===== src/rtl/ex_pkg.sv =====
// rtl/ex_pkg.sv - shared constants and types for the EX stage (EX_MULT_EN adds the multiplier codes' use)
package ex_pkg;

    localparam logic [3:0] ALU_ADD = 4'd0;
    localparam logic [3:0] ALU_SUB = 4'd1;
    localparam logic [3:0] ALU_AND = 4'd2;
    localparam logic [3:0] ALU_OR  = 4'd3;
    localparam logic [3:0] ALU_SLT = 4'd4;
    localparam logic [3:0] ALU_MUL = 4'd5;
    localparam logic [3:0] ALU_NOP = 4'd6;

    localparam logic [5:0] FUNCT_ADD = 6'h20;
    localparam logic [5:0] FUNCT_SUB = 6'h22;
    localparam logic [5:0] FUNCT_AND = 6'h24;
    localparam logic [5:0] FUNCT_OR  = 6'h25;
    localparam logic [5:0] FUNCT_SLT = 6'h2A;
    localparam logic [5:0] FUNCT_MUL = 6'h18;

    localparam logic [1:0] ALUOP_ADD   = 2'b00;
    localparam logic [1:0] ALUOP_SUB   = 2'b01;
    localparam logic [1:0] ALUOP_FUNCT = 2'b10;
    localparam logic [1:0] ALUOP_ADD2  = 2'b11;

    typedef enum logic [1:0] {
        MS_IDLE = 2'd0,
        MS_BUSY = 2'd1,
        MS_DONE = 2'd2
    } mult_state_e;

endpackage


===== src/rtl/mult_seq.sv =====
// rtl/mult_seq.sv - iterative shift-add multiplier, one step per cycle (used only with EX_MULT_EN)
module mult_seq
    import ex_pkg::*;
#(
    parameter int DW   = 32,
    parameter int MULW = 6
) (
    input  logic          clk,
    input  logic          rst_n,
    input  logic          start,
    input  logic [DW-1:0] a,
    input  logic [DW-1:0] b,
    input  logic          flush,
    output logic          busy,
    output logic          done,
    output logic [DW-1:0] product
);

    mult_state_e     state_q, state_d;
    logic [MULW-1:0] count_q, count_d;
    logic [DW-1:0]   a_q, a_d, b_q, b_d, acc_q, acc_d;

    // Low DW bits of a two's-complement product equal the unsigned product's low bits.
    always_comb begin
        state_d = state_q;
        count_d = count_q;
        a_d     = a_q;
        b_d     = b_q;
        acc_d   = acc_q;
        if (flush) begin
            state_d = MS_IDLE;
        end else begin
            case (state_q)
                MS_IDLE: begin
                    if (start) begin
                        a_d     = a;
                        b_d     = b;
                        acc_d   = '0;
                        count_d = '0;
                        state_d = MS_BUSY;
                    end
                end
                MS_BUSY: begin
                    if (a_q[0]) begin
                        acc_d = acc_q + b_q;
                    end
                    a_d     = a_q >> 1;
                    b_d     = b_q << 1;
                    count_d = count_q + 1'b1;
                    if (count_q == MULW'(DW - 1)) begin
                        state_d = MS_DONE;
                    end
                end
                MS_DONE: state_d = MS_IDLE;
                default: state_d = MS_IDLE;
            endcase
        end
    end

    always_ff @(posedge clk or negedge rst_n) begin
        if (!rst_n) begin
            state_q <= MS_IDLE;
            count_q <= '0;
            a_q     <= '0;
            b_q     <= '0;
            acc_q   <= '0;
        end else begin
            state_q <= state_d;
            count_q <= count_d;
            a_q     <= a_d;
            b_q     <= b_d;
            acc_q   <= acc_d;
        end
    end

    assign busy    = (state_q == MS_BUSY);
    assign done    = (state_q == MS_DONE);
    assign product = acc_q;

endmodule


===== src/rtl/ex_stage.sv =====
// rtl/ex_stage.sv - MIPS EX stage: ALU control, ALU, branch adder, EX/MEM register; EX_MULT_EN adds mult_seq
module ex_stage
    import ex_pkg::*;
#(
    parameter int DW   = 32,
    parameter int RW   = 5,
    parameter int MULW = 6
) (
    input  logic          clk,
    input  logic          rst_n,
    input  logic          flush,
    input  logic [1:0]    wb_ctl,
    input  logic [2:0]    m_ctl,
    input  logic          regdst,
    input  logic          alusrc,
    input  logic [1:0]    aluop,
    input  logic [DW-1:0] npc,
    input  logic [DW-1:0] rdata1,
    input  logic [DW-1:0] rdata2,
    input  logic [DW-1:0] s_extendout,
    input  logic [RW-1:0] instr_2016,
    input  logic [RW-1:0] instr_1511,
    output logic          stall,
    output logic [1:0]    wb_ctlout,
    output logic          branch,
    output logic          memread,
    output logic          memwrite,
    output logic          zero,
    output logic [DW-1:0] add_result,
    output logic [DW-1:0] alu_result,
    output logic [DW-1:0] rdata2out,
    output logic [RW-1:0] five_bit_muxout
);

    logic [3:0]    alu_ctl;
    logic [DW-1:0] alu_b, alu_res;

    always_comb begin
        alu_ctl = ALU_ADD;
        case (aluop)
            ALUOP_ADD:  alu_ctl = ALU_ADD;
            ALUOP_SUB:  alu_ctl = ALU_SUB;
            ALUOP_ADD2: alu_ctl = ALU_ADD;
            default: begin
                case (s_extendout[5:0])
                    FUNCT_ADD: alu_ctl = ALU_ADD;
                    FUNCT_SUB: alu_ctl = ALU_SUB;
                    FUNCT_AND: alu_ctl = ALU_AND;
                    FUNCT_OR:  alu_ctl = ALU_OR;
                    FUNCT_SLT: alu_ctl = ALU_SLT;
`ifdef EX_MULT_EN
                    FUNCT_MUL: alu_ctl = ALU_MUL;
`endif
                    default:   alu_ctl = ALU_NOP;
                endcase
            end
        endcase
    end

    assign alu_b = alusrc ? s_extendout : rdata2;

`ifdef EX_MULT_EN
    logic          is_mult, mult_busy, mult_done;
    logic [DW-1:0] mult_product;

    assign is_mult = (alu_ctl == ALU_MUL);

    mult_seq #(.DW(DW), .MULW(MULW)) u_mult (
        .clk     (clk),
        .rst_n   (rst_n),
        .start   (is_mult),
        .a       (rdata1),
        .b       (alu_b),
        .flush   (flush),
        .busy    (mult_busy),
        .done    (mult_done),
        .product (mult_product)
    );

    // Stalls from the cycle the multiply enters EX until the product is ready.
    assign stall = is_mult & (mult_busy | ~mult_done);
`else
    logic [MULW-1:0] unused_mulw;
    assign unused_mulw = '0;
    assign stall       = 1'b0;
`endif

    always_comb begin
        alu_res = '0;
        case (alu_ctl)
            ALU_ADD: alu_res = rdata1 + alu_b;
            ALU_SUB: alu_res = rdata1 - alu_b;
            ALU_AND: alu_res = rdata1 & alu_b;
            ALU_OR:  alu_res = rdata1 | alu_b;
            ALU_SLT: alu_res = {{(DW-1){1'b0}}, ($signed(rdata1) < $signed(alu_b))};
`ifdef EX_MULT_EN
            ALU_MUL: alu_res = mult_product;
`endif
            default: alu_res = '0;
        endcase
    end

    logic [1:0]    wb_q, wb_d;
    logic [2:0]    m_q, m_d;
    logic          zero_q, zero_d;
    logic [DW-1:0] add_q, add_d, alu_q, alu_d, rd2_q, rd2_d;
    logic [RW-1:0] mux_q, mux_d;
    logic          load_data, load_ctl;

    // Flush wins: it kills controls but data still advances; a stall bubbles controls and holds data.
    assign load_data = flush | ~stall;
    assign load_ctl  = ~flush & ~stall;

    always_comb begin
        wb_d   = load_ctl ? wb_ctl : 2'b00;
        m_d    = load_ctl ? m_ctl : 3'b000;
        zero_d = zero_q;
        add_d  = add_q;
        alu_d  = alu_q;
        rd2_d  = rd2_q;
        mux_d  = mux_q;
        if (load_data) begin
            zero_d = (alu_res == '0);
            add_d  = npc + (s_extendout << 2);
            alu_d  = alu_res;
            rd2_d  = rdata2;
            mux_d  = regdst ? instr_1511 : instr_2016;
        end
    end

    always_ff @(posedge clk or negedge rst_n) begin
        if (!rst_n) begin
            wb_q   <= '0;
            m_q    <= '0;
            zero_q <= 1'b0;
            add_q  <= '0;
            alu_q  <= '0;
            rd2_q  <= '0;
            mux_q  <= '0;
        end else begin
            wb_q   <= wb_d;
            m_q    <= m_d;
            zero_q <= zero_d;
            add_q  <= add_d;
            alu_q  <= alu_d;
            rd2_q  <= rd2_d;
            mux_q  <= mux_d;
        end
    end

    assign wb_ctlout       = wb_q;
    assign branch          = m_q[2];
    assign memread         = m_q[1];
    assign memwrite        = m_q[0];
    assign zero            = zero_q;
    assign add_result      = add_q;
    assign alu_result      = alu_q;
    assign rdata2out       = rd2_q;
    assign five_bit_muxout = mux_q;

endmodule


===== config.mk =====
export PLATFORM = sky130hd
export DESIGN_NAME = ex_stage
export DESIGN_NICKNAME = d
export VERILOG_FILES = /design/src/rtl/ex_pkg.sv /design/src/rtl/mult_seq.sv /design/src/rtl/ex_stage.sv
export SDC_FILE = /design/constraint.sdc
export NUM_CORES = 1
export LEC_CHECK = 0
export ABC_AREA = 1
export CORE_ASPECT_RATIO = 0.7
export CORE_MARGIN = 1.5
export CORE_UTILIZATION = 55
export CTS_BUF_LIST = sky130_fd_sc_hd__clkbuf_4 sky130_fd_sc_hd__clkbuf_8
export DETAILED_ROUTE_END_ITERATION = 8
export PLACE_DENSITY = 0.95
export SLEW_MARGIN = 20
export SYNTH_ARGS = -nofsm -noshare
export SYNTH_HDL_FRONTEND = slang
export SYNTH_SLANG_ARGS = --single-unit
export TNS_END_PERCENT = 5

===== constraint.sdc =====
create_clock -name clk -period 0.8 [get_ports clk]
set_input_delay 0.12 -clock clk [delete_from_list [all_inputs] [get_ports clk]]
set_output_delay 0.12 -clock clk [all_outputs]
set_load 0.02 [all_outputs]

==> results of run 1 <==
## repair_timing
action	CTS
cloned	2
hold endpoints to repair	108
endpoints found under the setup margin	170
hold buffers	1
pin swaps	184
setup buffers	59
gates resized for setup	648
## synthesized netlist by cell type (3+ instances only)
| master | n | area [um^2] |
|---|---|---|
| inv_1 | 396 | 1486 |
| or2_2 | 7 | 43.79 |
| a31oi_1 | 3 | 18.77 |
| nor2_1 | 149 | 559.3 |
| o21ai_0 | 59 | 295.3 |
| clkbuf_1 | 8 | 30.03 |
| buf_2 | 21 | 105.1 |
| nand3_1 | 145 | 725.7 |
| buf_6 | 6 | 67.56 |
| nor3_1 | 14 | 70.07 |
| inv_2 | 9 | 33.78 |
| nand2_2 | 6 | 37.54 |
| nand4_1 | 22 | 137.6 |
| o21ai_1 | 4 | 20.02 |
| o21bai_1 | 10 | 75.07 |
| xor2_1 | 37 | 324.1 |
| xnor2_1 | 12 | 105.1 |
| buf_4 | 3 | 22.52 |
| nand2_1 | 602 | 2260 |
| dfrtp_1 | 107 | 2678 |
| nand3b_1 | 7 | 52.55 |
| mux2_2 | 5 | 56.30 |
| a21oi_1 | 79 | 395.4 |
| nor2_2 | 9 | 56.30 |
| fa_1 | 3 | 60.06 |
| ha_1 | 134 | 1677 |
| nor3_2 | 3 | 30.03 |
## kinds of logic after synthesis
logic type                 share of synthesized area (%)
muxes                                             0.4841
and+or+nand+nor                                    34.95
xor gates and xnor gates                           3.690
buffers and inverters                              15.01
other                                            0.03224
DFF                                                23.02
AOI/OAI and AO/OA                                  7.875
adders and majority gates                          14.93
## per-layer routing
metal  GRT overflow  global-route usage, %
met5             27                  74.31
met4            293                  107.7
met3            161                  93.80
met2            792                  116.2
met1            162                  96.95
## per-stage QoR
step                instance area, um^2  util (%)
CTS                               20220     97.44
floorplan                         11790         -
global placement                  17320     83.44
detailed placement                17320     83.44
==> reports/qor.txt, run 1 <==
Status -> did not finish
Stopped at -> global routing (5_1_grt)
Error Message -> [ERROR GRT-0116] Global routing finished with congestion. Check the congestion regions in the DRC Viewer.
CTS H-tree depth -> 3
Detail Placement HPWL -> 46.61 mm
FP Rows -> 44
Seq/Total Area, Yosys -> 23.02%
Largest net degree at the start of global routing -> 35
Mean post-synth cell area -> 6.173 um^2
Pre-CTS setup slack -> -2.395 ns
Initial Utilization -> 56.03%
Root Driver -> clkbuf_8
Die H -> 124.7 um
First-pass GRT wire length -> 169.7 mm
IO Count -> 258
CTS Buf Count -> 9
Syn Inst Count -> 1884
Die width -> 176.8 um
Clock Path Buffers -> 2
Ys Warns -> 0
Ys flop type -> dfrtp_1
Flops & latches, synth -> 107
Gr usage total -> 102.5%
Gpl congestion -> 1.252
Port bufs -> 256
Post-synth EDFFs -> 0
Post-synth ARST share -> 100.0%
Syn Nets -> 2171
Vias in the first global route -> 25500
Cell area after synthesis -> 11630 um^2
Number of placed instances, taps included -> 2751
Congestion Overflow GR -> 1435
Synth cell types -> 45
Clock sinks -> 107
==> run 2: changes to the inputs <==
Settings changed: CORE_ASPECT_RATIO 0.7 to not set, CORE_UTILIZATION 55 to 40, CTS_BUF_LIST sky130_fd_sc_hd__clkbuf_4 sky130_fd_sc_hd__clkbuf_8 to not set, PLACE_DENSITY 0.95 to not set, PLACE_DENSITY_LB_ADDON set to 0.15.
==> reports/qor.txt, run 2 <==
Status -> complete, but fails checks (was did not finish)
Violated checks -> negative hold slack, negative setup slack
Vias -> 14990
Detail Placement HPWL -> 41.08 mm (was 46.61 mm)
Max Fclk -> 0.4263 GHz
Combinational share of power -> 60.9%
Die ar. -> 30110 um^2
Number of placed instances, taps included -> 2941 (was 2751)
Core area -> 28630 um^2
Clock power frac -> 16.9%
Layout net count -> 2942
Clock slew at reported path FFs -> 0.10 ns
Gr usage total -> 34.07%
Synth-to-layout area growth -> 80.46%
CP required -> 1.13 ns
FP Rows -> 62 (was 44)
IO Count -> 258 (unchanged)
Synth cell types -> 45 (unchanged)
CP Capture Type -> flop
Layout cells sized above 1 -> 42.82%
Flops & latches, synth -> 107 (unchanged)
Critical setup path kind -> in2reg
Final Setup Violations -> 169
Critical-path maximum fanout -> 7
CP peak stage delay -> 0.31 ns
DR pass1 iterations -> 9
Cell area after layout -> 20990 um^2
Syn Inst Count -> 1884 (unchanged)
Initial antenna violation count -> 4
Gpl congestion -> 1.042 (was 1.252)
Synth Area in Compound Gates -> 7.875% (unchanged)
Seq/Total Area, Yosys -> 23.02% (unchanged)
Vias in the first global route -> 15030
RSZ-0062 raised after global routing -> yes
Die H -> 173.5 um (was 124.7 um)
Largest net degree at the start of global routing -> 39
CP max stage cell -> ha_4
Most common cell in the netlist -> nand2_1 (unchanged)
Pwr Density -> 1368 nW/um^2
Synth area leaders -> dfrtp_1 (23%), nand2_1 (19%), ha_1 (14%) (unchanged)
DP Area -> 18070 um^2 (was 17320 um^2)
Final hold violation count -> 1
Setup total negative slack -> -86.93 ns
Post-detailed-route count of antenna-violating nets -> 0
DRC violations left -> 0
Multiplexer share of the synthesized area -> 0.4841% (unchanged)
Mean post-synth cell area -> 6.173 um^2 (unchanged)
Switching share of power -> 42.69%
Min Tclk post-route -> 2.346 ns
Switch Pwr -> 12250 uW
Ys Warns -> 0 (unchanged)
Post-synth ARST share -> 100.0% (unchanged)
CTS Buf Count -> 9 (unchanged)
Adder-cell share of the synthesized area -> 14.93% (unchanged)
Avg Vias per Cell -> 4.916
Drt initial violations -> 989
Ys flop type -> dfrtp_1 (unchanged)
CTS tree -> done
Clock Path Buffers -> 2 (unchanged)
Max Slew Vio Count -> 0
Most common cell after layout, fill and taps aside -> buf_4
Flop pwr share -> 22.3%
Yosys top cell area share -> 23.02% (unchanged)
Die width -> 173.5 um (was 176.8 um)
Xor/xnor share of the synthesized area -> 3.690% (unchanged)
CTS H-tree depth -> 3 (unchanged)
Most frequent cells in the layout -> buf_4 (479), nand2_1 (468), inv_1 (351)
Final worst-path cycle share -> 293.3%
Routed WL -> 52.00 mm
Port bufs -> 256 (unchanged)
Top post-synthesis cells by count -> nand2_1 (602), inv_1 (396), nor2_1 (149) (unchanged)
Post-synth EDFFs -> 0 (unchanged)
Cell Chain, Critical Path -> buf_16 -> buf_12 -> buf_6 -> nand2_4 -> o21ai_4 -> ha_4 -> buf_6 -> nand2_4 -> inv_1 -> nand2_1 -> nand2_1 -> nand2_1 -> nand3b_1 -> buf_6 -> nand2_2 -> nand2_1 -> nand2_1 -> nand3_1 -> nand3b_1 -> nor2_4 -> nand2_1 -> nor2_1 -> nand2_1 -> nor2_2
Final worst slack -> -1.546 ns
Max Cap Viol -> 0
Pleak -> 0.01146 uW
Syn Nets -> 2171 (unchanged)
Largest family of logic cells by synthesized area -> simple AND/OR/NAND/NOR gates (unchanged)
Congestion Overflow GR -> 0
Post-Layout Cell Count -> 3049
Routed WL per cell -> 17.05 um
First-pass GRT wire length -> 79.29 mm
Worst VDD drop -> 941.5 uV
Hold Crit Class -> in2reg
CP arrival -> 2.68 ns
Cell area after synthesis -> 11630 um^2 (unchanged)
Area leader, netlist -> dfrtp_1 (unchanged)
Setup crit start kind -> input pin
Most numerous cell on the critical path -> nand2_1
Root Driver -> clkbuf_16 (was clkbuf_8)
Min Hold Slack -> -0.001037 ns
Internal Pwr Total -> 16450 uW
Simple-gate area share of the yosys netlist -> 34.95% (unchanged)
Initial Utilization -> 40.63% (was 56.03%)
Pre-CTS setup slack -> -2.457 ns (was -2.395 ns)
Clock sinks -> 107 (unchanged)
## run 2: cell counts after synthesis
Identical to the previous run, type by type.
## run 2: cells by family (layout without fill, tap and decap cells)
| kind of cell | Yosys count | in the layout |
|---|---|---|
| buf+inv | 443 | 1219 |
| xor+xnor | 49 | 49 |
| mux | 5 | 5 |
| flops | 107 | 107 |
| compound gates | 168 | 168 |
| fa+ha+maj | 137 | 137 |
| simple gates | 974 | 974 |
| other cells | 1 | 6 |
## run 2: final timing paths
kind,startpoint,to,slack (ns),depth (start not counted)
min,rdata2[10],rdata2out[10]$_DFF_PN0_,-0.001,1
max,alusrc,zero$_DFF_PN0_,-1.55,24
min in group asynchronous,rst_n,add_result[0]$_DFF_PN0_,0.13,2
max in group asynchronous,rst_n,rdata2out[21]$_DFF_PN0_,0.20,3
## run 2: worst max-delay path, delay by kind of cell
family          cells  cell delay (ns)
compound gates      1             0.07
fa+ha+maj           1             0.31
buf+inv             6             0.74
simple gates       16             1.40
## run 2: power groups by stage
stage | registers, uW | clock network (uW) | logic (uW)
2_1_floorplan | 7540 | 0 | 5530
3_3_place_gp | 6470 | 0 | 14500
3_5_place_dp | 6490 | 0 | 14700
4_1_cts | 6390 | 4920 | 17000
5_1_grt | 6480 | 5100 | 18700
6_report | 6390 | 4840 | 17500
## run 2: stage by stage
step | utilization, % | total power [uW]
finish | 73.32 | 28700
global placement | 63.11 | 21010
floorplan | - | 13070
detailed placement | 63.11 | 21140
CTS | 72.20 | 28350
global route | 73.31 | 30220
## run 2: repair_timing
action,in CTS,in global routing
pin swaps,174,115
cloned,2,0
setup endpoints to repair,169,174
setup buffers,69,13
hold endpoints to repair,107,5
resized for setup,548,472
hold buffers,1,5
## run 2: cell type report
class,instances,area (um^2)
clock buffer,9,225.2
sequential,107,2678
inverter,405,1543
multi-input combinational,1334,9448
clock inverter,7,72.57
timing repair buffer,798,6529
fill,2312,7637
antenna,5,12.51
tap,384,480.5
## run 2: metal layers
layer / vias to the layer above / part of all wire, % / global-route usage, %
li1: 7289 / - / -
met1: 6960 / 38 / 39.11
met2: 609 / 50 / 62.48
met3: 131 / 6.5 / 4.518
met4: 0 / 4.7 / 15.72
met5: - / 0 / 0
(Power assumes the default switching activity.)
